**config.mk**
```make
export PLATFORM = sky130hd
export DESIGN_NAME = axi3_identity_device_flat
export DESIGN_NICKNAME = d
export VERILOG_FILES = /design/src/rtl/axi3_identity_device_if.sv /design/src/rtl/axi3_identity_device.sv /design/src/flat_wrapper.sv
export SDC_FILE = /design/constraint.sdc
export NUM_CORES = 1
export LEC_CHECK = 0
export BUFFER_PORTS_ARGS = -buffer_cell sky130_fd_sc_hd__buf_2
export CAP_MARGIN = 15
export CORE_AREA = 8 8 287 289
export CTS_CLUSTER_DIAMETER = 30
export DETAILED_ROUTE_END_ITERATION = 8
export DIE_AREA = 0 0 295 297
export GPL_TIMING_DRIVEN = 1
export PLACE_DENSITY = 0.58
export SKIP_LAST_GASP = 1
export SLEW_MARGIN = 40
export SYNTH_ARGS = -nofsm -noshare
export SYNTH_HDL_FRONTEND = slang
export SYNTH_SLANG_ARGS = --single-unit
```
**constraint.sdc**
```tcl
create_clock -name clk -period 1.88 [get_ports clk]
set_input_delay 0.376 -clock clk [delete_from_list [all_inputs] [get_ports clk]]
set_output_delay 0.376 -clock clk [all_outputs]
set_load 0.01 [all_outputs]
```
**src/rtl/axi3_identity_device_if.sv**
```systemverilog
// AXI3 write and read channel bundles for the identity device.
interface axi3_wr_if #(
    parameter int ADDR_WIDTH = 32,
    parameter int BUS_WIDTH  = 32,
    parameter int ID_WIDTH   = 4
);
    logic [ID_WIDTH-1:0]    awid;
    logic [ADDR_WIDTH-1:0]  awaddr;
    logic [3:0]             awlen;
    logic [2:0]             awsize;
    logic [1:0]             awburst;
    logic                   awvalid;
    logic                   awready;

    logic [ID_WIDTH-1:0]    wid;
    logic [BUS_WIDTH-1:0]   wdata;
    logic [BUS_WIDTH/8-1:0] wstrb;
    logic                   wlast;
    logic                   wvalid;
    logic                   wready;

    logic [ID_WIDTH-1:0]    bid;
    logic [1:0]             bresp;
    logic                   bvalid;
    logic                   bready;

    modport master (
        output awid, awaddr, awlen, awsize, awburst, awvalid,
        input  awready,
        output wid, wdata, wstrb, wlast, wvalid,
        input  wready,
        input  bid, bresp, bvalid,
        output bready
    );

    modport slave (
        input  awid, awaddr, awlen, awsize, awburst, awvalid,
        output awready,
        input  wid, wdata, wstrb, wlast, wvalid,
        output wready,
        output bid, bresp, bvalid,
        input  bready
    );
endinterface

interface axi3_rd_if #(
    parameter int ADDR_WIDTH = 32,
    parameter int BUS_WIDTH  = 32,
    parameter int ID_WIDTH   = 4
);
    logic [ID_WIDTH-1:0]   arid;
    logic [ADDR_WIDTH-1:0] araddr;
    logic [3:0]            arlen;
    logic [2:0]            arsize;
    logic [1:0]            arburst;
    logic                  arvalid;
    logic                  arready;

    logic [ID_WIDTH-1:0]   rid;
    logic [BUS_WIDTH-1:0]  rdata;
    logic [1:0]            rresp;
    logic                  rlast;
    logic                  rvalid;
    logic                  rready;

    modport master (
        output arid, araddr, arlen, arsize, arburst, arvalid,
        input  arready,
        input  rid, rdata, rresp, rlast, rvalid,
        output rready
    );

    modport slave (
        input  arid, araddr, arlen, arsize, arburst, arvalid,
        output arready,
        output rid, rdata, rresp, rlast, rvalid,
        input  rready
    );
endinterface

```
**src/rtl/axi3_identity_device.sv**
```systemverilog
// AXI3 slave model: write bursts assemble into one line, reads return their own address.
// Read path compiled in only when IDENTITY_DEVICE_RD_EN is defined; otherwise tied off.
module axi3_identity_device #(
    parameter int ADDR_WIDTH = 32,
    parameter int DATA_WIDTH = 32,
    parameter int LINE_WIDTH = 256,
    parameter int ID_WIDTH   = 4
) (
    input  logic                  clk,
    input  logic                  rst,
    axi3_wr_if.slave              axi3_wr_if,
    axi3_rd_if.slave              axi3_rd_if,
    output logic [LINE_WIDTH-1:0] line_recv,
    output logic                  line_recv_vld
);
    localparam int BEATS = LINE_WIDTH / DATA_WIDTH;
    localparam int IDX_W = (BEATS > 1) ? $clog2(BEATS) : 1;
    localparam int STRB_W = DATA_WIDTH / 8;

    typedef enum logic [1:0] {W_IDLE, W_DATA, W_RESP} wr_state_t;

    wr_state_t             wr_state;
    logic [IDX_W-1:0]      idx;
    logic [LINE_WIDTH-1:0] line_q;
    logic [LINE_WIDTH-1:0] line_upd;
    logic [DATA_WIDTH-1:0] wmasked;
    logic                  awready;
    logic                  wready;
    logic                  bvalid;
    logic [ID_WIDTH-1:0]   bid;

    assign axi3_wr_if.awready = awready;
    assign axi3_wr_if.wready  = wready;
    assign axi3_wr_if.bvalid  = bvalid;
    assign axi3_wr_if.bid     = bid;
    assign axi3_wr_if.bresp   = 2'b00;

    logic unused_wr;
    assign unused_wr = ^{axi3_wr_if.awaddr, axi3_wr_if.awlen, axi3_wr_if.awsize,
                         axi3_wr_if.awburst, axi3_wr_if.wid};

    always_comb begin
        wmasked = '0;
        for (int unsigned k = 0; k < STRB_W; k++) begin
            if (axi3_wr_if.wstrb[k])
                wmasked[8*k +: 8] = axi3_wr_if.wdata[8*k +: 8];
        end
        line_upd = line_q;
        for (int unsigned b = 0; b < BEATS; b++) begin
            if (idx == IDX_W'(b))
                line_upd[b*DATA_WIDTH +: DATA_WIDTH] = wmasked;
        end
    end

    always_ff @(posedge clk or negedge rst) begin
        if (!rst) begin
            wr_state      <= W_IDLE;
            awready       <= 1'b0;
            wready        <= 1'b0;
            bvalid        <= 1'b0;
            bid           <= '0;
            idx           <= '0;
            line_q        <= '0;
            line_recv     <= '0;
            line_recv_vld <= 1'b0;
        end else begin
            line_recv_vld <= 1'b0;
            unique case (wr_state)
                W_IDLE: begin
                    awready <= 1'b1;
                    if (axi3_wr_if.awvalid && awready) begin
                        awready  <= 1'b0;
                        wready   <= 1'b1;
                        bid      <= axi3_wr_if.awid;
                        idx      <= '0;
                        line_q   <= '0;
                        wr_state <= W_DATA;
                    end
                end
                W_DATA: begin
                    if (axi3_wr_if.wvalid && wready) begin
                        line_q <= line_upd;
                        // over-length bursts wrap and overwrite earlier beats
                        idx    <= (idx == IDX_W'(BEATS - 1)) ? '0 : idx + 1'b1;
                        if (axi3_wr_if.wlast) begin
                            wready        <= 1'b0;
                            bvalid        <= 1'b1;
                            line_recv     <= line_upd;
                            line_recv_vld <= 1'b1;
                            wr_state      <= W_RESP;
                        end
                    end
                end
                W_RESP: begin
                    if (axi3_wr_if.bready) begin
                        bvalid   <= 1'b0;
                        awready  <= 1'b1;
                        wr_state <= W_IDLE;
                    end
                end
                default: wr_state <= W_IDLE;
            endcase
        end
    end

`ifdef IDENTITY_DEVICE_RD_EN
    typedef enum logic {R_IDLE, R_DATA} rd_state_t;

    rd_state_t             rd_state;
    logic [ADDR_WIDTH-1:0] rd_addr;
    logic [3:0]            rd_len;
    logic [3:0]            rd_cnt;
    logic [3:0]            rd_next_cnt;
    logic [DATA_WIDTH-1:0] rd_next_data;
    logic                  arready;
    logic                  rvalid;
    logic                  rlast;
    logic [ID_WIDTH-1:0]   rid;
    logic [DATA_WIDTH-1:0] rdata;

    assign axi3_rd_if.arready = arready;
    assign axi3_rd_if.rvalid  = rvalid;
    assign axi3_rd_if.rlast   = rlast;
    assign axi3_rd_if.rid     = rid;
    assign axi3_rd_if.rdata   = rdata;
    assign axi3_rd_if.rresp   = 2'b00;

    logic unused_rd;
    assign unused_rd = ^{axi3_rd_if.arsize, axi3_rd_if.arburst};

    always_comb begin
        rd_next_cnt  = rd_cnt + 4'd1;
        rd_next_data = DATA_WIDTH'(rd_addr + (ADDR_WIDTH'(rd_next_cnt) << 2));
    end

    // rdata/rlast are precomputed for the next beat so they stay registered
    always_ff @(posedge clk or negedge rst) begin
        if (!rst) begin
            rd_state <= R_IDLE;
            arready  <= 1'b0;
            rvalid   <= 1'b0;
            rlast    <= 1'b0;
            rid      <= '0;
            rdata    <= '0;
            rd_addr  <= '0;
            rd_len   <= '0;
            rd_cnt   <= '0;
        end else begin
            unique case (rd_state)
                R_IDLE: begin
                    arready <= 1'b1;
                    if (axi3_rd_if.arvalid && arready) begin
                        arready  <= 1'b0;
                        rvalid   <= 1'b1;
                        rid      <= axi3_rd_if.arid;
                        rd_addr  <= axi3_rd_if.araddr;
                        rd_len   <= axi3_rd_if.arlen;
                        rd_cnt   <= '0;
                        rdata    <= DATA_WIDTH'(axi3_rd_if.araddr);
                        rlast    <= (axi3_rd_if.arlen == 4'd0);
                        rd_state <= R_DATA;
                    end
                end
                R_DATA: begin
                    if (axi3_rd_if.rready) begin
                        if (rlast) begin
                            rvalid   <= 1'b0;
                            rlast    <= 1'b0;
                            arready  <= 1'b1;
                            rd_state <= R_IDLE;
                        end else begin
                            rd_cnt <= rd_next_cnt;
                            rdata  <= rd_next_data;
                            rlast  <= (rd_next_cnt == rd_len);
                        end
                    end
                end
                default: rd_state <= R_IDLE;
            endcase
        end
    end
`else
    assign axi3_rd_if.arready = 1'b0;
    assign axi3_rd_if.rvalid  = 1'b0;
    assign axi3_rd_if.rlast   = 1'b0;
    assign axi3_rd_if.rid     = '0;
    assign axi3_rd_if.rdata   = '0;
    assign axi3_rd_if.rresp   = 2'b00;

    logic unused_rd;
    assign unused_rd = ^{axi3_rd_if.arid, axi3_rd_if.araddr, axi3_rd_if.arlen,
                         axi3_rd_if.arsize, axi3_rd_if.arburst, axi3_rd_if.arvalid,
                         axi3_rd_if.rready};
`endif

endmodule

```
**src/flat_wrapper.sv**
```systemverilog
// flat-port wrapper written by rule: the top's interface ports become plain ports
module axi3_identity_device_flat 
#(
    parameter int ADDR_WIDTH = 32,
    parameter int DATA_WIDTH = 32,
    parameter int LINE_WIDTH = 256,
    parameter int ID_WIDTH   = 4
)
  (clk, rst, line_recv, line_recv_vld, axi3_wr_if_awid, axi3_wr_if_awaddr, axi3_wr_if_awlen, axi3_wr_if_awsize, axi3_wr_if_awburst, axi3_wr_if_awvalid, axi3_wr_if_awready, axi3_wr_if_wid, axi3_wr_if_wdata, axi3_wr_if_wstrb, axi3_wr_if_wlast, axi3_wr_if_wvalid, axi3_wr_if_wready, axi3_wr_if_bid, axi3_wr_if_bresp, axi3_wr_if_bvalid, axi3_wr_if_bready, axi3_rd_if_arid, axi3_rd_if_araddr, axi3_rd_if_arlen, axi3_rd_if_arsize, axi3_rd_if_arburst, axi3_rd_if_arvalid, axi3_rd_if_arready, axi3_rd_if_rid, axi3_rd_if_rdata, axi3_rd_if_rresp, axi3_rd_if_rlast, axi3_rd_if_rvalid, axi3_rd_if_rready);
  axi3_wr_if #(.ADDR_WIDTH(ADDR_WIDTH), .BUS_WIDTH(32), .ID_WIDTH(ID_WIDTH)) axi3_wr_if_i ();
  axi3_rd_if #(.ADDR_WIDTH(ADDR_WIDTH), .BUS_WIDTH(32), .ID_WIDTH(ID_WIDTH)) axi3_rd_if_i ();
  input  logic clk;
  input  logic rst;
  output logic [LINE_WIDTH-1:0] line_recv;
  output logic line_recv_vld;
  input wire logic [$bits(axi3_wr_if_i.awid)-1:0] axi3_wr_if_awid;
  input wire logic [$bits(axi3_wr_if_i.awaddr)-1:0] axi3_wr_if_awaddr;
  input wire logic [$bits(axi3_wr_if_i.awlen)-1:0] axi3_wr_if_awlen;
  input wire logic [$bits(axi3_wr_if_i.awsize)-1:0] axi3_wr_if_awsize;
  input wire logic [$bits(axi3_wr_if_i.awburst)-1:0] axi3_wr_if_awburst;
  input wire logic [$bits(axi3_wr_if_i.awvalid)-1:0] axi3_wr_if_awvalid;
  output wire logic [$bits(axi3_wr_if_i.awready)-1:0] axi3_wr_if_awready;
  input wire logic [$bits(axi3_wr_if_i.wid)-1:0] axi3_wr_if_wid;
  input wire logic [$bits(axi3_wr_if_i.wdata)-1:0] axi3_wr_if_wdata;
  input wire logic [$bits(axi3_wr_if_i.wstrb)-1:0] axi3_wr_if_wstrb;
  input wire logic [$bits(axi3_wr_if_i.wlast)-1:0] axi3_wr_if_wlast;
  input wire logic [$bits(axi3_wr_if_i.wvalid)-1:0] axi3_wr_if_wvalid;
  output wire logic [$bits(axi3_wr_if_i.wready)-1:0] axi3_wr_if_wready;
  output wire logic [$bits(axi3_wr_if_i.bid)-1:0] axi3_wr_if_bid;
  output wire logic [$bits(axi3_wr_if_i.bresp)-1:0] axi3_wr_if_bresp;
  output wire logic [$bits(axi3_wr_if_i.bvalid)-1:0] axi3_wr_if_bvalid;
  input wire logic [$bits(axi3_wr_if_i.bready)-1:0] axi3_wr_if_bready;
  input wire logic [$bits(axi3_rd_if_i.arid)-1:0] axi3_rd_if_arid;
  input wire logic [$bits(axi3_rd_if_i.araddr)-1:0] axi3_rd_if_araddr;
  input wire logic [$bits(axi3_rd_if_i.arlen)-1:0] axi3_rd_if_arlen;
  input wire logic [$bits(axi3_rd_if_i.arsize)-1:0] axi3_rd_if_arsize;
  input wire logic [$bits(axi3_rd_if_i.arburst)-1:0] axi3_rd_if_arburst;
  input wire logic [$bits(axi3_rd_if_i.arvalid)-1:0] axi3_rd_if_arvalid;
  output wire logic [$bits(axi3_rd_if_i.arready)-1:0] axi3_rd_if_arready;
  output wire logic [$bits(axi3_rd_if_i.rid)-1:0] axi3_rd_if_rid;
  output wire logic [$bits(axi3_rd_if_i.rdata)-1:0] axi3_rd_if_rdata;
  output wire logic [$bits(axi3_rd_if_i.rresp)-1:0] axi3_rd_if_rresp;
  output wire logic [$bits(axi3_rd_if_i.rlast)-1:0] axi3_rd_if_rlast;
  output wire logic [$bits(axi3_rd_if_i.rvalid)-1:0] axi3_rd_if_rvalid;
  input wire logic [$bits(axi3_rd_if_i.rready)-1:0] axi3_rd_if_rready;
  assign axi3_wr_if_i.awid = axi3_wr_if_awid;
  assign axi3_wr_if_i.awaddr = axi3_wr_if_awaddr;
  assign axi3_wr_if_i.awlen = axi3_wr_if_awlen;
  assign axi3_wr_if_i.awsize = axi3_wr_if_awsize;
  assign axi3_wr_if_i.awburst = axi3_wr_if_awburst;
  assign axi3_wr_if_i.awvalid = axi3_wr_if_awvalid;
  assign axi3_wr_if_awready = axi3_wr_if_i.awready;
  assign axi3_wr_if_i.wid = axi3_wr_if_wid;
  assign axi3_wr_if_i.wdata = axi3_wr_if_wdata;
  assign axi3_wr_if_i.wstrb = axi3_wr_if_wstrb;
  assign axi3_wr_if_i.wlast = axi3_wr_if_wlast;
  assign axi3_wr_if_i.wvalid = axi3_wr_if_wvalid;
  assign axi3_wr_if_wready = axi3_wr_if_i.wready;
  assign axi3_wr_if_bid = axi3_wr_if_i.bid;
  assign axi3_wr_if_bresp = axi3_wr_if_i.bresp;
  assign axi3_wr_if_bvalid = axi3_wr_if_i.bvalid;
  assign axi3_wr_if_i.bready = axi3_wr_if_bready;
  assign axi3_rd_if_i.arid = axi3_rd_if_arid;
  assign axi3_rd_if_i.araddr = axi3_rd_if_araddr;
  assign axi3_rd_if_i.arlen = axi3_rd_if_arlen;
  assign axi3_rd_if_i.arsize = axi3_rd_if_arsize;
  assign axi3_rd_if_i.arburst = axi3_rd_if_arburst;
  assign axi3_rd_if_i.arvalid = axi3_rd_if_arvalid;
  assign axi3_rd_if_arready = axi3_rd_if_i.arready;
  assign axi3_rd_if_rid = axi3_rd_if_i.rid;
  assign axi3_rd_if_rdata = axi3_rd_if_i.rdata;
  assign axi3_rd_if_rresp = axi3_rd_if_i.rresp;
  assign axi3_rd_if_rlast = axi3_rd_if_i.rlast;
  assign axi3_rd_if_rvalid = axi3_rd_if_i.rvalid;
  assign axi3_rd_if_i.rready = axi3_rd_if_rready;
  axi3_identity_device #(.ADDR_WIDTH(ADDR_WIDTH), .DATA_WIDTH(DATA_WIDTH), .LINE_WIDTH(LINE_WIDTH), .ID_WIDTH(ID_WIDTH)) u_core (.clk(clk), .rst(rst), .axi3_wr_if(axi3_wr_if_i), .axi3_rd_if(axi3_rd_if_i), .line_recv(line_recv), .line_recv_vld(line_recv_vld));
endmodule
```
Word level (Yosys, flattened, before mapping)
Index checks and enable logic that the tools add are counted.
Storage, ports and cells
  flip-flop bits (word level): 525
  latch bits: 0
  memory bits (writable): 0
  bits in read-only memories: 0
  input bits: 138
  output and inout bits: 307
  logic and storage cells: 75
  memories kept: 0
Operators by class
  add/sub/neg operators: 1
  multipliers: 0
  divide/modulo/power cells: 0
  $lt $le $gt $ge: 0
  equality and inequality tests: 13
  shift-type cells: 0
  muxes and demuxes: 38
  bitwise gates (word level): 0
  reduce and logical (&&, ||, !) cells: 14
Operators with widths (number)
  $mux 256: 2
  $pmux 256 s2: 1
  $mux 32: 8
  $mux 8: 4
  $eq 3x3->1 const B: 4
  $reduce_and 4->1: 3
  $mux 1: 11
  $mux 3: 3
  $mux 2: 4
  $eq 3x2->1 const B: 2
  $pmux 1 s2: 3
  $pmux 2 s3: 1
  $pmux 3 s2: 1
  $reduce_and 3->1: 2
  $reduce_bool 2->1: 3
  $ne 2x1->1 const B: 2
  $ne 2x2->1 const B: 2
  $reduce_and 2->1: 2
  $add 3x1->3 const B: 1
  $eq 3x1->1 const B: 1
  $logic_not 3->1: 1
  $eq 2x1->1 const B: 1
  $eq 2x2->1 const B: 1
  $logic_and 1x1->1: 2
  $logic_not 2->1: 1

Longest topological paths before layout
Gate-level depths: netlist of the first run.
  word-level depth: 4
  gate-level depth with buffers: 8
  depth with buffers taken out: 5

Worst setup path before layout of the first run
Ideal clock, no wire load.
  path kind: register -> register
  start: register u_core.idx[2]
  end: register u_core.line_recv[100]
  setup time: 0.125 ns
  arrival time: 1.746 ns
  required time: 1.755 ns
  setup slack: 0.009 ns
  cell stages (with the launch flop): 8
  path buffers: 3
  clock period less this slack: 1.871 ns
  cell sequence: dfrtp_1 > buf_2 > inv_1 > ha_1 > buf_2 > clkbuf_1 > mux2i_1 > o21ai_1
Between the ends
  cells in the longest elaborated chain, start to end: 2
Ends and longest elaborated chain
  start: declaration: RTL line axi3_identity_device.sv:23  | logic [IDX_W-1:0] idx;
  start signal: assignment: RTL line axi3_identity_device.sv:84  | idx <= (idx == IDX_W'(BEATS - 1)) ? '0 : idx + 1'b1;
  $eq 3x2->1: RTL line axi3_identity_device.sv:50  | if (idx == IDX_W'(b))
  $mux 32: RTL line axi3_identity_device.sv:50
  end signal: assignment: RTL line axi3_identity_device.sv:88  | line_recv <= line_upd;
  end: declaration: RTL line axi3_identity_device.sv:13  | output logic [LINE_WIDTH-1:0] line_recv,
No other way between the ends.
A chain may end at the register's enable or synchronous reset.

Worst setup path after layout of the first run
  start: register u_core.idx[0]
  end: register u_core.line_recv[66]
The elaborated chain is that of the path after synthesis.

==> results of run 1 <==
power by group through the flow:
stage | clock, mW | combinational (mW) | sequential (mW)
after CTS | 21.5 | 11.1 | 13.9
after detailed placement | 0 | 11.1 | 14.1
final | 21.2 | 11.3 | 14.0
after global routing | 22.2 | 12.1 | 14.1
after global placement | 0 | 10.9 | 14.0
after floorplan | 0 | 5.57 | 14.3
path summary, 6_finish.rpt:
path	slack, ns	endpoint	depth (start not counted)
worst max-delay path	0.09	u_core.line_recv[66]$_DFFE_PN0P_	7
worst min-delay path	0.07	u_core.wr_state[0]$_DFFE_PN0P_	3
worst max register to register	0.09	u_core.line_recv[66]$_DFFE_PN0P_	7
worst min register to register	0.48	u_core.line_q[208]$_DFFE_PN0P_	1
max in group asynchronous	0.87	u_core.line_recv[204]$_DFFE_PN0P_	4
min in group asynchronous	0.16	u_core.line_recv[0]$_DFFE_PN0P_	2
logic make-up (layout without fill, tap and decap cells):
kind of cell	count (synthesis)	count (layout)
compound gates	714	714
flops	525	525
mux	325	325
other cells	1	43
buf+inv	255	656
fa+ha+maj	6	6
simple gates	170	170
critical path, delay by kind of cell (launching register included):
kind	cells	cell delay, ns
buffers and inverters	3	0.44
flip-flops	1	0.42
AND/OR/NAND/NOR	1	0.23
adder cells (fa/ha/maj)	1	0.22
multiplexers	1	0.22
AO/OA/AOI/OAI	1	0.07
cell type report:
type	instances	share of cell area (%)
sequential	525	42.8
multi-input combinational	1258	28.6
timing repair buffer	434	10.7
clock buffer	140	10.1
tap	1050	4.28
clock inverter	76	3.49
inverter	6	0.0733
layout by cell type, fill, tap and decap left out, types with 2 or more instances in the layout:
cell type,n
and2_1,32
inv_6,10
o31ai_1,2
clkinvlp_4,22
conb_1,43
buf_4,55
clkbuf_16,115
dfrtp_1,525
nand3_4,3
o21ai_1,197
clkinv_2,9
nand2_1,110
nand3_2,2
mux2_2,3
clkinv_4,13
buf_6,2
ha_2,4
nand2_2,7
dlygate4sd3_1,6
o21ai_0,317
clkbuf_8,13
o2bb2ai_1,192
buf_12,62
mux2i_4,2
clkbuf_1,12
nand3_1,3
ha_1,2
nor2b_4,3
mux2i_1,317
clkinv_16,4
mux2i_2,3
a21oi_1,2
bufinv_16,18
buf_2,308
o22ai_4,2
inv_1,6
sequential cells by signal, indices dropped and copies added, names as in the netlist:
signal	flops
u_core.idx	3
u_core.axi3_wr_if.bvalid	1
u_core.wr_state	2
u_core.line_recv_vld	1
u_core.line_q	256
u_core.axi3_wr_if.bid	4
u_core.axi3_wr_if.awready	1
u_core.axi3_wr_if.wready	1
u_core.line_recv	256
repair_timing:
action / in CTS / in global routing
buffers inserted: 0 / 11
gates resized for setup: 0 / 7
endpoints found under the setup margin: 0 / 64
hold buffers: 6 / 0
endpoints found under the hold margin: 249 / 0
through the flow:
step,area [µm²],worst slack [ns]
floorplan,23200,0.00858
global placement,26300,0.0998
detailed placement,26300,0.0486
CTS,30600,0.00727
global route,30700,-0.00707
finish,30700,0.0873
metal layers:
layer	vias to the layer above	track usage (%)	routed length [µm]
li1	7851	-	-
met1	9095	23.1	34200
met2	655	30.4	40100
met3	133	5.10	6330
met4	0	5.30	1660
met5	-	0	0
==> results.yml, run 1 <==
die:
  start_util_pct: 29.6
  core-area_um2: 78000
  num_rows: 103
  io-pin-count: 445
  die_width_um: 295
  fp.dieH_um: 297
  die-area_um2: 87600
routing:
  detail_route.wl_per_cell_um: 23.6
  finalWirelength_um: 82300
  via_count: 17700
  drcViolationCount: 0
  vias_per_cell: 5.08
  firstDrtPassIters: 5
  antenna_left: 0
  drt-initial-drc-count: 998
flow_run:
  cap_violations: 0
final_layout:
  diodes: 0
  regArea_um2: 13100
  multi_input_area_um2: 8780
  area_delta_synth_final_pct: 33.3
  fin_nets: 2483
  finish.utilization_pct: 39.4
  layout.cells.non_filler: 3489
  drive_gt1_share_pct: 27.3
  n_fill_cell: 7425
yosys:
  syn-instance-count: 1996
  ys_dominant_reg_cell: "dfrtp_1"
  synth_edf_count: 0
  synth_top_cell_by_area: "dfrtp_1"
  synthTopCellsByArea: "dfrtp_1 (57%), mux2i_1 (14%), o2bb2ai_1 (7.3%), o21ai_0 (6.9%), o21ai_1 (4.3%)"
  synth_area_um2: 23000
  synthAdderAreaFrac_pct: 0.326
  synth-xor-area-share_pct: 0
  yosysMostFrequentCell: "dfrtp_1"
  synth_common_cells: "dfrtp_1 (525), mux2i_1 (320), o21ai_0 (317)"
  synth_top_family_by_area: "compound AO/OA/AOI/OAI gates"
  ys_seq_area_share_pct: 57.0
  yosysUniqueCellTypes: 36
  yosysWarnings: 0
  synth-seq-cells: 525
  syn_area_per_cell_um2: 11.5
  yosys.area_share.simple_pct: 3.49
  synth_compound_area_share_pct: 18.7
  async_reset_ff_share_pct: 100
  synth_top_area_share_pct: 57.0
  synth_mux_area_share_pct: 14.2
setup_path:
  cp_slowest_stage_delay_ns: 0.42
  cp_slowest_cell: "dfrtp_1"
  crit_fanout: 11
  crit_type: "flip-flop to flip-flop"
  end_kind: "flip-flop"
  worst_setup_path_start_kind: "flip-flop"
  r2r_start: "u_core.idx[0]$_DFFE_PN0P_"
  crit_start: "u_core.idx[0]$_DFFE_PN0P_"
  crit_chain: "inv_1 > ha_1 > nor2b_4 > buf_12 > mux2i_1 > buf_4 > o21ai_0"
  cp_data_required_time_ns: 2.39
  cp.arrival_ns: 2.31
placement:
  hpwl_um: 55500
  portBuffers: 309
  post-place-cells: 3256
  place_congestion: 0.833
timing:
  skew_ns: 0.0507
  finalSetupViolations: 0
  tightest_slew_ns: 0.551
  timing.hold.ws_ns: 0.0747
  hold_viol: 0
  fin_crit_sh_pct: 95.4
  slew_viol_final: 0
  fin_setup_tns_ns: 0
  fmax_mhz: 558
  rsz0062_at_grt: "true"
  slew_headroom_pct: 63.3
  period_needed_ns: 1.79
power:
  clockPowerShare_pct: 45.7
  power.switching_mw: 15.0
  pwr_density_cell_nw_per_um2: 1510
  vdd_ir_drop_max_mv: 0.833
  sequentialPowerShare_pct: 30.0
  p_total_mw: 46.5
  leakagePower_nw: 14.9
  internal-power_mw: 31.5
  p_sw_share_pct: 32.2
  combPwrFrac_pct: 24.3
clock_tree:
  cts_buffers: 114
  cts_tree: "done"
  path_clk_slew_ns: 0.05
  h-tree-depth: 3
  clk_latency_ns: 0.67
  cts.sinks: 525
  cts-root-buf: "clkbuf_16"
  cts_buffer_depth: 3
grt:
  grt_pass1_wl_um: 123000
  grt_pass1_vias: 18900
  grt-ovfl-total: 0
  grt_max_degree: 127
  gr-usage-all-layers_pct: 18.3
  antenna_found_initial: 0
min_path:
  holdCritStartpoint: "axi3_wr_if_awvalid"
  min_path_type: "input pin to flip-flop"
status:
  status: "completed"
Power figures use the tool's default switching activity.
==> inputs of run 2 (changes only) <==
PLACE_DENSITY = default   (was 0.58)
PLACE_DENSITY_LB_ADDON = 0.2   (was default)
==> run 2 against run 1 <==
Net effect: sequential share of layout area fell by 0.55 points; clock skew rose by 0.0043 ns; cell area rose by 1.3%; global-route usage rose by 0.67 points; fmax rose by 0.65%; largest cell class unchanged.
==> results.yml, run 2 (synthesized netlist as in run 1, its figures left out) <==
status:
  status: "completed"
placement:
  post-place-cells: 3249
  dpl_cell_area_um2: 26200
  pre_cts_ws_ns: 0.0450
  portBuffers: 309
  place_congestion: 0.792
  hpwl_um: 55800
die:
  die-area_um2: 87600
  num_rows: 103
  io-pin-count: 445
  core-area_um2: 78000
  fp.dieH_um: 297
  die_width_um: 295
  start_util_pct: 29.6
final_layout:
  fin_nets: 2486
  layout_commonest_cell: "dfrtp_1"
  design_area_um2: 31100
  drive_gt1_share_pct: 26.9
  diodes: 0
  mostFrequentLayoutCells: "dfrtp_1 (525), mux2i_1 (320), o21ai_0 (317)"
  area_delta_synth_final_pct: 35.0
  layout.cells.non_filler: 3498
  finish.utilization_pct: 39.9
  largestRegisters: "u_core.line_q (256), u_core.line_recv (256), u_core.axi3_wr_if.bid (4)"
timing:
  finalSetupViolations: 0
  skew_ns: 0.0550
  slew_headroom_pct: 55.3
  slew_viol_final: 0
  fin_crit_sh_pct: 94.7
  fmax_mhz: 561
  fin_setup_tns_ns: 0
  rsz0062_at_grt: "false"
  timing.hold.ws_ns: 0.117
  fin_ws_ns: 0.0988
  tightest_slew_ns: 0.670
  hold_viol: 0
  period_needed_ns: 1.78
setup_path:
  end_kind: "flip-flop"
  timing.rr.end: "u_core.line_recv[51]$_DFFE_PN0P_"
  r2r_cells: 6
  reg2reg_slack_ns: 0.1
  cp_slowest_stage_delay_ns: 0.41
  worst_setup_path_start_kind: "flip-flop"
  cp_slowest_cell: "dfrtp_1"
  cp.arrival_ns: 2.35
  crit_type: "flip-flop to flip-flop"
  cp_data_required_time_ns: 2.45
  r2r_start: "u_core.idx[1]$_DFFE_PN0P_"
  crit_chain: "inv_1 > ha_1 > nor2b_4 > buf_12 > mux2i_1 > o21ai_0"
  crit_fanout: 22
grt:
  grt-ovfl-total: 0
  antenna_found_initial: 0
  grt_pass1_wl_um: 126000
  grt_max_degree: 131
  grt_pass1_vias: 19000
  gr-usage-all-layers_pct: 19.0
routing:
  drcViolationCount: 0
  vias_per_cell: 5.08
  finalWirelength_um: 84600
  firstDrtPassIters: 5
  antenna_left: 0
  via_count: 17800
  drt-initial-drc-count: 1221
  detail_route.wl_per_cell_um: 24.2
power:
  pwr_density_cell_nw_per_um2: 1570
  leakagePower_nw: 15.2
  vdd_ir_drop_max_mv: 0.689
  p_total_mw: 48.9
min_path:
  min_path_type: "input pin to asynchronous set/reset pin"
clock_tree:
  cts.sinks: 525
  cts-root-buf: "clkbuf_16"
  clk_latency_ns: 0.72
  cts_buffers: 134
  post_cts_resized: 0
  cts_tree: "done"
  cts_buffer_depth: 3
  cts_hold_buf: 7
  path_clk_slew_ns: 0.05
  h-tree-depth: 4
  cts_setup_buffers: 0
flow_run:
  cap_violations: 0
## run 2: changes by cell type in the layout (fill, tap and decap cells not counted), moves of 11 or more
cell	change
clkbuf_16	+19
clkinvlp_4	-17
clkinv_2	+15
buf_12	-12
clkinv_4	-12
clkbuf_8	+11
## run 2: how the worst max path moves through the flow
stage,from,end,cells past startpoint
5_1_grt,u_core.idx[1]$_DFFE_PN0P_,u_core.line_recv[16]$_DFFE_PN0P_,6
3_3_place_gp,axi3_wr_if_wvalid,u_core.line_q[66]$_DFFE_PN0P_,6
4_1_cts,u_core.axi3_wr_if.awready$_DFFE_PN0P_,axi3_wr_if_awready,2
3_5_place_dp,axi3_wr_if_wvalid,u_core.line_q[78]$_DFFE_PN0P_,6
2_1_floorplan,u_core.idx[2]$_DFFE_PN0P_,u_core.line_recv[100]$_DFFE_PN0P_,7
6_report,u_core.idx[1]$_DFFE_PN0P_,u_core.line_recv[51]$_DFFE_PN0P_,6
## run 2: cell type report
class / count / area [µm²]
multi-input cells: 1258 / 8780
well taps: 1050 / 1310
flip-flops and latches: 525 / 13100
repair buffers: 417 / 3010
clock buffers: 179 / 3760
inverters: 6 / 22.5
clock inverters: 63 / 1090
fillers: 7494 / 46900
## run 2: where the power goes
part / internal [mW] / leakage (nW) / switching (mW) / total (mW)
Clock: 16.6 / 2.35 / 7.46 / 24.1
Sequential: 13.0 / 7.26 / 0.983 / 14.0
Combinational: 3.87 / 5.54 / 7.03 / 10.9
Total: 33.5 / 15.2 / 15.5 / 48.9
## run 2: layer usage
layer / track usage (%) / part of all wire [%] / up-vias
met3: 5.80 / 7.7 / 130
met4: 6.32 / 2.5 / 0
met2: 30.1 / 47 / 622
met5: 0 / 0 / -
met1: 24.5 / 43 / 9153
li1: - / - / 7850
## run 2: worst max-delay path, delay by kind of cell, from the launching register on
| kind | cells | cell delay, ns |
|---|---|---|
| buffers and inverters | 2 | 0.36 |
| AND/OR/NAND/NOR | 1 | 0.23 |
| adder cells (fa/ha/maj) | 1 | 0.24 |
| multiplexers | 1 | 0.29 |
| flip-flops | 1 | 0.41 |
| AO/OA/AOI/OAI | 1 | 0.11 |
